## config.mk

```make
export PLATFORM = sky130hd
export DESIGN_NAME = btn_event_arbiter
export DESIGN_NICKNAME = d
export VERILOG_FILES = /design/src/rtl/btn_event_arbiter.sv
export SDC_FILE = /design/constraint.sdc
export NUM_CORES = 1
export LEC_CHECK = 0
export ABC_AREA = 0
export BUFFER_PORTS_ARGS = -buffer_cell sky130_fd_sc_hd__buf_4
export CAP_MARGIN = 20
export CORE_MARGIN = 2
export CORE_UTILIZATION = 40
export DETAILED_ROUTE_END_ITERATION = 6
export GPL_TIMING_DRIVEN = 0
export PLACE_DENSITY = 0.66
export SLEW_MARGIN = 20
export SYNTH_ARGS = -nofsm -noshare
export SYNTH_HDL_FRONTEND = slang
export SYNTH_SLANG_ARGS = --single-unit
```

## constraint.sdc

```tcl
create_clock -name clk -period 2 [get_ports clk]
set_input_delay 0.1 -clock clk [delete_from_list [all_inputs] [get_ports clk]]
set_output_delay 0.1 -clock clk [all_outputs]
set_load 0.1 [all_outputs]
```

## src/rtl/btn_event_arbiter.sv

```systemverilog
// btn_event_arbiter
// Debounces N_BTN raw buttons against one shared sample-tick counter. Each
// clean press becomes a pending event. Pending events are offered one at a
// time, in round-robin order, over a valid/ready handshake.
// Optional build macro: BTN_REPEAT_EN adds per-button auto-repeat hold
// counters. A held button re-raises its event every REPEAT_TICKS ticks.

module btn_event_arbiter #(
  parameter int N_BTN        = 4,
  parameter int TICK_W       = 18,
  parameter int REPEAT_TICKS = 8
) (
  input  logic                     clk,
  input  logic                     rst,
  input  logic [N_BTN-1:0]         i_btn,
  input  logic                     i_ready,
  output logic                     o_valid,
  output logic [$clog2(N_BTN)-1:0] o_idx,
  output logic [N_BTN-1:0]         o_pending,
  output logic                     o_overflow
);

  localparam int IDX_W = $clog2(N_BTN);

  typedef enum logic {IDLE, OFFER} state_t;

  if (N_BTN < 2 || TICK_W < 1 || REPEAT_TICKS < 1) begin : g_param_check
    $error("btn_event_arbiter: N_BTN>=2, TICK_W>=1 and REPEAT_TICKS>=1 required");
  end

  logic [N_BTN-1:0]  sync_a;
  logic [N_BTN-1:0]  sync_b;
  logic [N_BTN-1:0]  h1;
  logic [N_BTN-1:0]  h0;
  logic [TICK_W-1:0] cnt;
  logic              tick;
  logic [N_BTN-1:0]  first_press;
  logic [N_BTN-1:0]  press;
  logic [N_BTN-1:0]  pending;
  logic [N_BTN-1:0]  accept_mask;
  logic [N_BTN-1:0]  coalesce;
  logic [IDX_W-1:0]  last;
  logic [IDX_W-1:0]  last_nxt;
  logic [IDX_W-1:0]  sel;
  logic [IDX_W-1:0]  idx_nxt;
  logic              valid_nxt;
  state_t            state;
  state_t            state_nxt;

  // Two-flop synchroniser on every raw button bit
  always_ff @(posedge clk or posedge rst) begin
    if (rst) begin
      sync_a <= '0;
      sync_b <= '0;
    end else begin
      sync_a <= i_btn;
      sync_b <= sync_a;
    end
  end

  // Shared free-running sample-tick counter
  always_ff @(posedge clk or posedge rst) begin
    if (rst) cnt <= '0;
    else     cnt <= cnt + 1'b1;
  end

  assign tick = &cnt;

  // Two-deep sample history, shifted once per tick
  always_ff @(posedge clk or posedge rst) begin
    if (rst) begin
      h1 <= '0;
      h0 <= '0;
    end else if (tick) begin
      h1 <= sync_b;
      h0 <= h1;
    end
  end

  // Press = second consecutive high sample following a low sample
  always_comb begin
    first_press = {N_BTN{tick}} & sync_b & h1 & ~h0;
  end

`ifdef BTN_REPEAT_EN
  localparam int HOLD_W = $clog2(REPEAT_TICKS + 1);

  logic [HOLD_W-1:0] hold [N_BTN];
  logic [N_BTN-1:0]  rep_press;

  // Repeat fires on the tick that would bring the hold count to REPEAT_TICKS
  always_comb begin
    rep_press = '0;
    for (int unsigned i = 0; i < N_BTN; i++) begin
      rep_press[i] = tick & sync_b[i] & h1[i] & ~first_press[i] &
                     (hold[i] == HOLD_W'(REPEAT_TICKS - 1));
    end
  end

  // Per-button hold counters: clear on press, low sample or repeat; count held ticks
  always_ff @(posedge clk or posedge rst) begin
    if (rst) begin
      for (int unsigned i = 0; i < N_BTN; i++) hold[i] <= '0;
    end else if (tick) begin
      for (int unsigned i = 0; i < N_BTN; i++) begin
        if (first_press[i] | ~sync_b[i] | rep_press[i]) hold[i] <= '0;
        else if (h1[i])                                 hold[i] <= hold[i] + 1'b1;
      end
    end
  end

  // Merge first presses with auto-repeat events
  always_comb begin
    press = first_press | rep_press;
  end
`else
  // Only first presses raise events
  always_comb begin
    press = first_press;
  end
`endif

  // One-hot of the button whose event is accepted this cycle
  always_comb begin
    accept_mask = '0;
    if (o_valid && i_ready) accept_mask[o_idx] = 1'b1;
    coalesce = press & pending & ~accept_mask;
  end

  // Pending flags and sticky overflow; a press wins over a same-cycle accept
  always_ff @(posedge clk or posedge rst) begin
    if (rst) begin
      pending    <= '0;
      o_overflow <= 1'b0;
    end else begin
      pending <= (pending & ~accept_mask) | press;
      if (|coalesce) o_overflow <= 1'b1;
    end
  end

  assign o_pending = pending;

  // Round-robin pick: first pending bit at or after last+1, wrapping
  always_comb begin
    sel = '0;
    for (int unsigned j = N_BTN; j >= 1; j--) begin
      int unsigned cand;
      cand = (32'(last) + j) % N_BTN;
      if (pending[IDX_W'(cand)]) sel = IDX_W'(cand);
    end
  end

  // Offer FSM next-state and output logic
  always_comb begin
    state_nxt = state;
    valid_nxt = o_valid;
    idx_nxt   = o_idx;
    last_nxt  = last;
    case (state)
      IDLE: begin
        if (|pending) begin
          idx_nxt   = sel;
          valid_nxt = 1'b1;
          state_nxt = OFFER;
        end
      end
      OFFER: begin
        if (i_ready) begin
          valid_nxt = 1'b0;
          last_nxt  = o_idx;
          state_nxt = IDLE;
        end
      end
      default: state_nxt = IDLE;
    endcase
  end

  // Offer FSM registers
  always_ff @(posedge clk or posedge rst) begin
    if (rst) begin
      state   <= IDLE;
      o_valid <= 1'b0;
      o_idx   <= '0;
      last    <= IDX_W'(N_BTN - 1);
    end else begin
      state   <= state_nxt;
      o_valid <= valid_nxt;
      o_idx   <= idx_nxt;
      last    <= last_nxt;
    end
  end

endmodule
```

==> impl_results.md, run 1 <==
- Outcome: completed
- Final worst setup slack: around 0.11 ns
- Worst Setup SP: cnt[6]
- Crit path max fanout: 10
- Total negative setup slack: 0 ns
- Port Buf Inserts: 14
- Die W: between 70 and 80 µm
- Netlist cell types: 36
- Antenna Cells: 0
- First-pass GRT wire length: roughly 5800 µm
- Period utilisation layout: 0.944
- Worst R2R Start: cnt[6]
- Via density: 5.34
- DP Cell Count: 225
- Synth top area share: 0.558
- Levels on crit path: 6
- Post-Place Worst Slack: 0.110 ns
- CTS Buffer Depth: 2
- Post-CTS Setup Bufs: 0
- GR Util met1: 0.178
- Unrepaired setup endpoints after global routing: false
- Fraction of synthesized area in multiplexers: 0.0785
- CTS clk-pin slew, worst paths: 0.08 ns
- H-tree depth: 2
- Max Cap Viol: 0
- Post-synthesis compound-gate area fraction: 0.0720
- DRT Pass-1 Iters: 4
- Via count: 1265
- Post-Layout Cell Count: approximately 240
- Largest family of logic cells by synthesized area: simple AND/OR/NAND/NOR gates
- Die area: 5390 µm²
- Sw Share: 0.421
- Setup violators final: 0
- CTS tree: done
- Crit path kind: reg2reg
- Total GRT Usage: 0.141
- # IOs: 15
- Clk_lat worst skew: 0.29 ns
- Remaining global-route overflow: 0
- Die Span Y: 73.4 µm
- Yosys warns: 0
- Initial antenna violation count: 0
- Maximum vdd drop: 0.000817 V
- Worst Max-Slew Pin Slew: 0.585 ns
- Xor and xnor fraction of the mapped netlist area: 0.0727
- Leakage power: 1.01 nW
- Initial core utilization: 0.411
- Post-route minimum period: ~1.9 ns
- Gr busiest metal: met2
- Max_slew headroom: 0.607
- Power density cells: 1200 nW/µm²
- Filler cells: 427
- Reg2Reg Depth: 6
- # DRC: 0
- Layout cells sized above 1: 0.224
- Max Clock Freq: 530 MHz
- Setup crit start kind: flip-flop
- Worst Setup EP: h0[2]
- List of most frequent post-synthesis cells: dfrtp_1, nand2_1, xnor2_1
- Switch Pwr: 1.14 mW
- Clock Sinks: 45
- Logic pwr share: 0.356
- Synth Area in Simple Gates: 0.153
- Placed wire-length estimate: 2280 µm
- Critical-path top delay cell: dfrtp_1
- Internal power: 1.57 mW
- Synthesized Nets: 164
- Clock Skew: 0.00339 ns
- Total CTS buffers: 5
- Detailed Route Iter0 Violations: 56
- Root Buffer: clkbuf_8
- CORE AREA: 4690 µm²
- Clk pwr share: 0.205
- FF+latch area: ~1100 µm²
- Top FF cell, synth: dfrtp_1
- Total wire length: around 3200 µm
- Yosys top cell by area: dfrtp_1
- Post-layout util: 0.481
- Worst EP required: approximately 2.2 ns
- Vias in the first global route: 1299
- Top cells by area, synth: dfrtp_1, xnor2_1, mux2_4
- Register area share after synthesis: 0.585
- Post-Syn Area: 1930 µm²
- Finished Cell Area: 2260 µm²
- GP Congestion: 0.918
- Synthesized-area fraction occupied by adder cells: 0.00649
- Yosys reg bits: 45
- Crit-path cells: and4_1, nand4_2, or3_1, buf_6, buf_12, mux2_4
- CP delay by family, top: simple AND/OR/NAND/NOR gates
- Final nets: ~190
- Global-route met3 utilization: 0.0357
- Avg Inst Size Synth: 12.4 µm²
- CP max stage delay: 0.44 ns
- Mapped Cells: 156
- M2 GR Usage: 0.219
- Seq pwr share: 0.440
- Rows: 25
- Worst Hold Class: in2reg
- Slew Limit Fails: 0
- Routed len/inst: 13.5 µm
- Most frequent cell after synthesis: dfrtp_1
- Area after detailed placement: 2120 µm²
- CP Capture Type: flip-flop
- Arrival time of the worst setup path: 2.07 ns
- Layout area overhead: 17.1%
- Area of the multi-input gates: between 700 and 800 µm²
- Largest net degree at the start of global routing: 31
- CP bufs+invs: 2
- Final hold viol count: 0
- Post-synth EDFFs: 0
- Asr flop ratio synth: 1.00
- R2R Path End: h0[2]
- Antenna Nets Post-Route: 0
- R2r setup slk: about 0.11 ns
how the worst min path moves through the flow:
stage | startpoint | to | depth (start not counted) | slack [ns]
final | i_ready | state | 2 | 0.04
after floorplan | i_btn[0] | sync_a[0] | 0 | 0.13
after CTS | i_ready | state | 2 | 0.03
after detailed placement | rst | sync_a[0] | 2 | 0.1
after global placement | i_btn[1] | sync_a[1] | 1 | 0.21
after global routing | i_ready | state | 2 | 0.05
metal layers:
metal | share of wire | wire (µm)
met5 | 0 | 0
met1 | 0.47 | 1490
met4 | 0.021 | 66
met2 | 0.48 | 1520
met3 | 0.035 | 113
layout make-up:
class	count	area share
flip-flops and latches	45	0.500
inverters	7	0.0116
plain buffers	3	0.0155
clock buffers	7	0.0382
well taps	54	0.0299
multi-input cells	101	0.327
repair buffers	20	0.0776
flip-flops by register name, indices dropped and copies added (netlist names):
signal,count
sync_a,4
o_valid,1
last,2
cnt,18
o_pending,4
h0,4
o_overflow,1
o_idx,2
state,1
sync_b,4
h1,4
layout by cell type, fill, tap and decap left out, drive strengths merged:
| master | Yosys | final |
|---|---|---|
| dlygate4sd3 | 0 | 5 |
| a41o | 1 | 1 |
| dfstp | 2 | 2 |
| nand3 | 9 | 9 |
| xor2 | 5 | 5 |
| or2 | 1 | 1 |
| o41a | 1 | 1 |
| or3 | 1 | 1 |
| o21bai | 2 | 2 |
| o21a | 2 | 2 |
| ha | 1 | 1 |
| nand4b | 3 | 3 |
| nor2 | 8 | 8 |
| a21oi | 2 | 2 |
| nand2 | 14 | 14 |
| dfrtp | 43 | 43 |
| nor3 | 2 | 2 |
| and4b | 2 | 2 |
| buf | 2 | 17 |
| o31ai | 6 | 6 |
| inv | 7 | 7 |
| a31oi | 1 | 1 |
| xnor2 | 11 | 11 |
| nor4 | 1 | 1 |
| mux2 | 10 | 10 |
| or4 | 1 | 1 |
| clkbuf | 1 | 8 |
| nand4 | 5 | 5 |
| o21ai | 4 | 4 |
| and4 | 5 | 5 |
| o22ai | 1 | 1 |
| mux2i | 2 | 2 |
kinds of logic (layout without fill, tap and decap cells):
| family | Yosys count | after routing |
|---|---|---|
| AND/OR/NAND/NOR | 52 | 52 |
| flip-flops | 45 | 45 |
| AO/OA/AOI/OAI | 20 | 20 |
| XOR/XNOR | 16 | 16 |
| multiplexers | 12 | 12 |
| buffers and inverters | 10 | 37 |
| adder cells (fa/ha/maj) | 1 | 1 |
per-stage QoR:
| stage | hold slack, ns | total power [mW] |
|---|---|---|
| final | 0.0385 | 2.71 |
| after global routing | 0.0549 | 2.86 |
| after global placement | 0.211 | 2.14 |
| after floorplan | 0.131 | 1.95 |
| after CTS | 0.0301 | 2.73 |
| after detailed placement | 0.0985 | 2.17 |
power groups by stage:
stage          combinational [mW]  clock [mW]  sequential (mW)
2_1_floorplan               0.291           0             1.66
3_3_place_gp                0.939           0             1.21
3_5_place_dp                0.960           0             1.21
4_1_cts                     0.969       0.573             1.19
5_1_grt                      1.03       0.613             1.22
6_report                    0.965       0.555             1.19
what timing repair did:
item	4_1_cts	5_1_grt
endpoints found under the hold margin	17	0
setup endpoints to repair	0	1
resized for setup	0	1
hold buffers	5	0
Note: power is estimated with default switching activity, not from simulation.
==> run 2: changes to the inputs <==
--- a/config.mk
+++ b/config.mk
@@ -8,8 +8,10 @@
 export ABC_AREA = 0
 export BUFFER_PORTS_ARGS = -buffer_cell sky130_fd_sc_hd__buf_4
 export CAP_MARGIN = 20
+export CORE_ASPECT_RATIO = 0.8
 export CORE_MARGIN = 2
 export CORE_UTILIZATION = 40
+export CTS_CLUSTER_SIZE = 30
 export DETAILED_ROUTE_END_ITERATION = 6
 export GPL_TIMING_DRIVEN = 0
 export PLACE_DENSITY = 0.66
==> run 2 against run 1 <==
Global-route usage rose by 0.066 points. Sequential share of layout area shrank 0.44 points. Via count rose by 0.24%. Cell count is 3.0% higher. Highest routed layer unchanged. Utilization is 1.1 points higher. Clock power decreased by 3%. Worst setup slack got worse by 0.018 ns. Critical path depth stayed put. Clock skew increased by 0.0021 ns. Wire length is 3.4% higher.
==> impl_results.md, run 2 (same netlist as run 1, synthesis figures left out) <==
- Outcome: completed
- Total CTS buffers: 5 (unchanged)
- Worst Setup SP: cnt[2]
- Initial antenna violation count: 0 (unchanged)
- CP Capture Type: flip-flop
- Die area: 5400 µm² (about the same)
- Setup crit start kind: flip-flop
- # DRC: 0 (unchanged)
- Final hold viol count: 0 (unchanged)
- Unrepaired setup endpoints after global routing: false
- Reg with most FFs: cnt
- Crit path kind: reg2reg
- Max Cap Viol: 0 (unchanged)
- Total wire length: 3300 µm (+3.4%)
- Layout area overhead: 18.0%
- Clock Skew: 0.00549 ns (+0.00210 ns)
- Hold WS: 0.0455 ns (+0.00705 ns)
- Setup violators final: 0 (unchanged)
- Routed len/inst: 13.5 µm (+0.45%)
- Leading cell types in the layout, fill and taps excluded: dfrtp_1, nand2_1, buf_4, xnor2_1, nand3_1
- Clock Sinks: 45 (unchanged)
- Worst Max-Slew Pin Slew: 0.547 ns (-0.0378 ns)
- Maximum vdd drop: 0.000825 V (+1.0%)
- Clk_lat worst skew: 0.29 ns (about the same)
- WL met1: 1560 µm (+4.6%)
- Arrival time of the worst setup path: 2.09 ns (+0.02 ns)
- R2R Path End: h1[1]
- Power density cells: 1190 nW/µm² (-0.63%)
- Antenna Nets Post-Route: 0 (unchanged)
- DR WL met2: 1610 µm (+6.0%)
- First-pass GRT wire length: 5780 µm (+0.24%)
- R2r setup slk: 0.09 ns (-0.02 ns)
- Pwr Total: 2.72 mW (+0.14%)
- Reg2Reg Depth: 6 (unchanged)
- Leakage power: 1.00 nW (-0.31%)
- GP Congestion: 0.740 (-19%)
- CTS tree: done
- DR top layer: met4
- Slew Limit Fails: 0 (unchanged)
- H-tree depth: 2 (unchanged)
- CTS clk-pin slew, worst paths: 0.08 ns (about the same)
- Total negative setup slack: 0 ns (unchanged)
- Worst Hold Class: in2reg
- Worst R2R Start: cnt[2]
- Port Buf Inserts: 14 (unchanged)
- Period utilisation layout: 0.953 (+0.00900)
- Final nets: 191 (unchanged)
- Root Buffer: clkbuf_8
- Via density: 5.20 (-2.6%)
- CORE AREA: 4620 µm² (-1.4%)
- Remaining global-route overflow: 0 (unchanged)
- Post-route minimum period: 1.91 ns (+0.0180 ns)
- Die Span Y: 66.1 µm (-10%)
- Crit path max fanout: 10 (unchanged)
- Largest net degree at the start of global routing: 26 (-16%)
- Via count: 1268 (+0.24%)
- Worst EP required: 2.18 ns (about the same)
- Placed wire-length estimate: 2370 µm (+4.0%)
- Max Clock Freq: 525 MHz (-0.94%)
- Antenna Cells: 0 (unchanged)
- Met3 wire length: 106 µm (-6.2%)
- Worst Setup EP: h1[1]
- # IOs: 15 (unchanged)
- Max_slew headroom: 0.632 (+0.0255)
- Layout cells sized above 1: 0.228 (+0.00422)
- Vias in the first global route: 1265 (-2.6%)
- Total GRT Usage: 0.142 (+0.000656)
- DRT Pass-1 Iters: 4 (unchanged)
- Die W: 81.6 µm (+11%)
- Max reg flops: 18 (unchanged)
- Initial core utilization: 0.417 (+0.00600)
- Commonest non-fill, non-tap cell in the layout: dfrtp_1
- Rows: 22 (-12%)
- Detailed Route Iter0 Violations: 77 (+38%)
- CTS Buffer Depth: 2 (unchanged)
==> run 2: how the worst min path moves through the flow <==
stage / start / end / slack (ns) / cells past startpoint
after global routing: i_ready / state / 0.05 / 2
after global placement: i_btn[3] / sync_a[3] / 0.21 / 1
final: i_ready / state / 0.05 / 2
after detailed placement: rst / sync_a[3] / 0.15 / 2
after CTS: i_ready / state / 0.03 / 2
after floorplan: i_btn[0] / sync_a[0] / 0.13 / 0
==> run 2: report_power, final <==
part	internal [mW]	total [mW]	switching, mW
sequential	1.03	1.20	0.171
combinational	0.265	0.975	0.710
clock	0.246	0.538	0.292
==> run 2: routing by layer <==
metal	GRT usage	up-vias
met5	0	-
met4	0.0542	0
met3	0.0396	2
met2	0.218	15
met1	0.192	639
li1	-	612
==> run 2: timing repair <==
action / in CTS / in global routing
endpoints found under the hold margin: 24 / 0
endpoints found under the setup margin: 0 / 5
hold buffers: 5 / 0
buffers inserted: 0 / 0
resized for setup: 0 / 1
==> run 2: area by class of cell <==
cell class | count | area [µm²]
fill | 424 | 2350
multi-input combinational | 101 | 741
clock inverter | 2 | 15.0
clock buffer | 6 | 72.6
buffer | 3 | 35.0
inverter | 7 | 26.3
timing repair buffer | 20 | 183
tap | 60 | 75.1
sequential | 45 | 1130
==> run 2: worst max-delay path: stages (launching register included) <==
cell     delay (ns)
dfrtp_1        0.45
and4_4         0.27
nand4_2        0.11
or3_1          0.38
buf_6          0.14
buf_12         0.14
mux2_4         0.30
==> run 2: per-stage QoR <==
stage                     area [µm²]   util  instances  setup slack [ns]
after floorplan                 1930      -        156            0.0780
after global placement          2110  0.456        230             0.125
after detailed placement        2140  0.462        231            0.0988
after CTS                       2270  0.492        244            0.0783
after global routing            2280  0.492        244           0.00837
final                           2280  0.492        244            0.0935
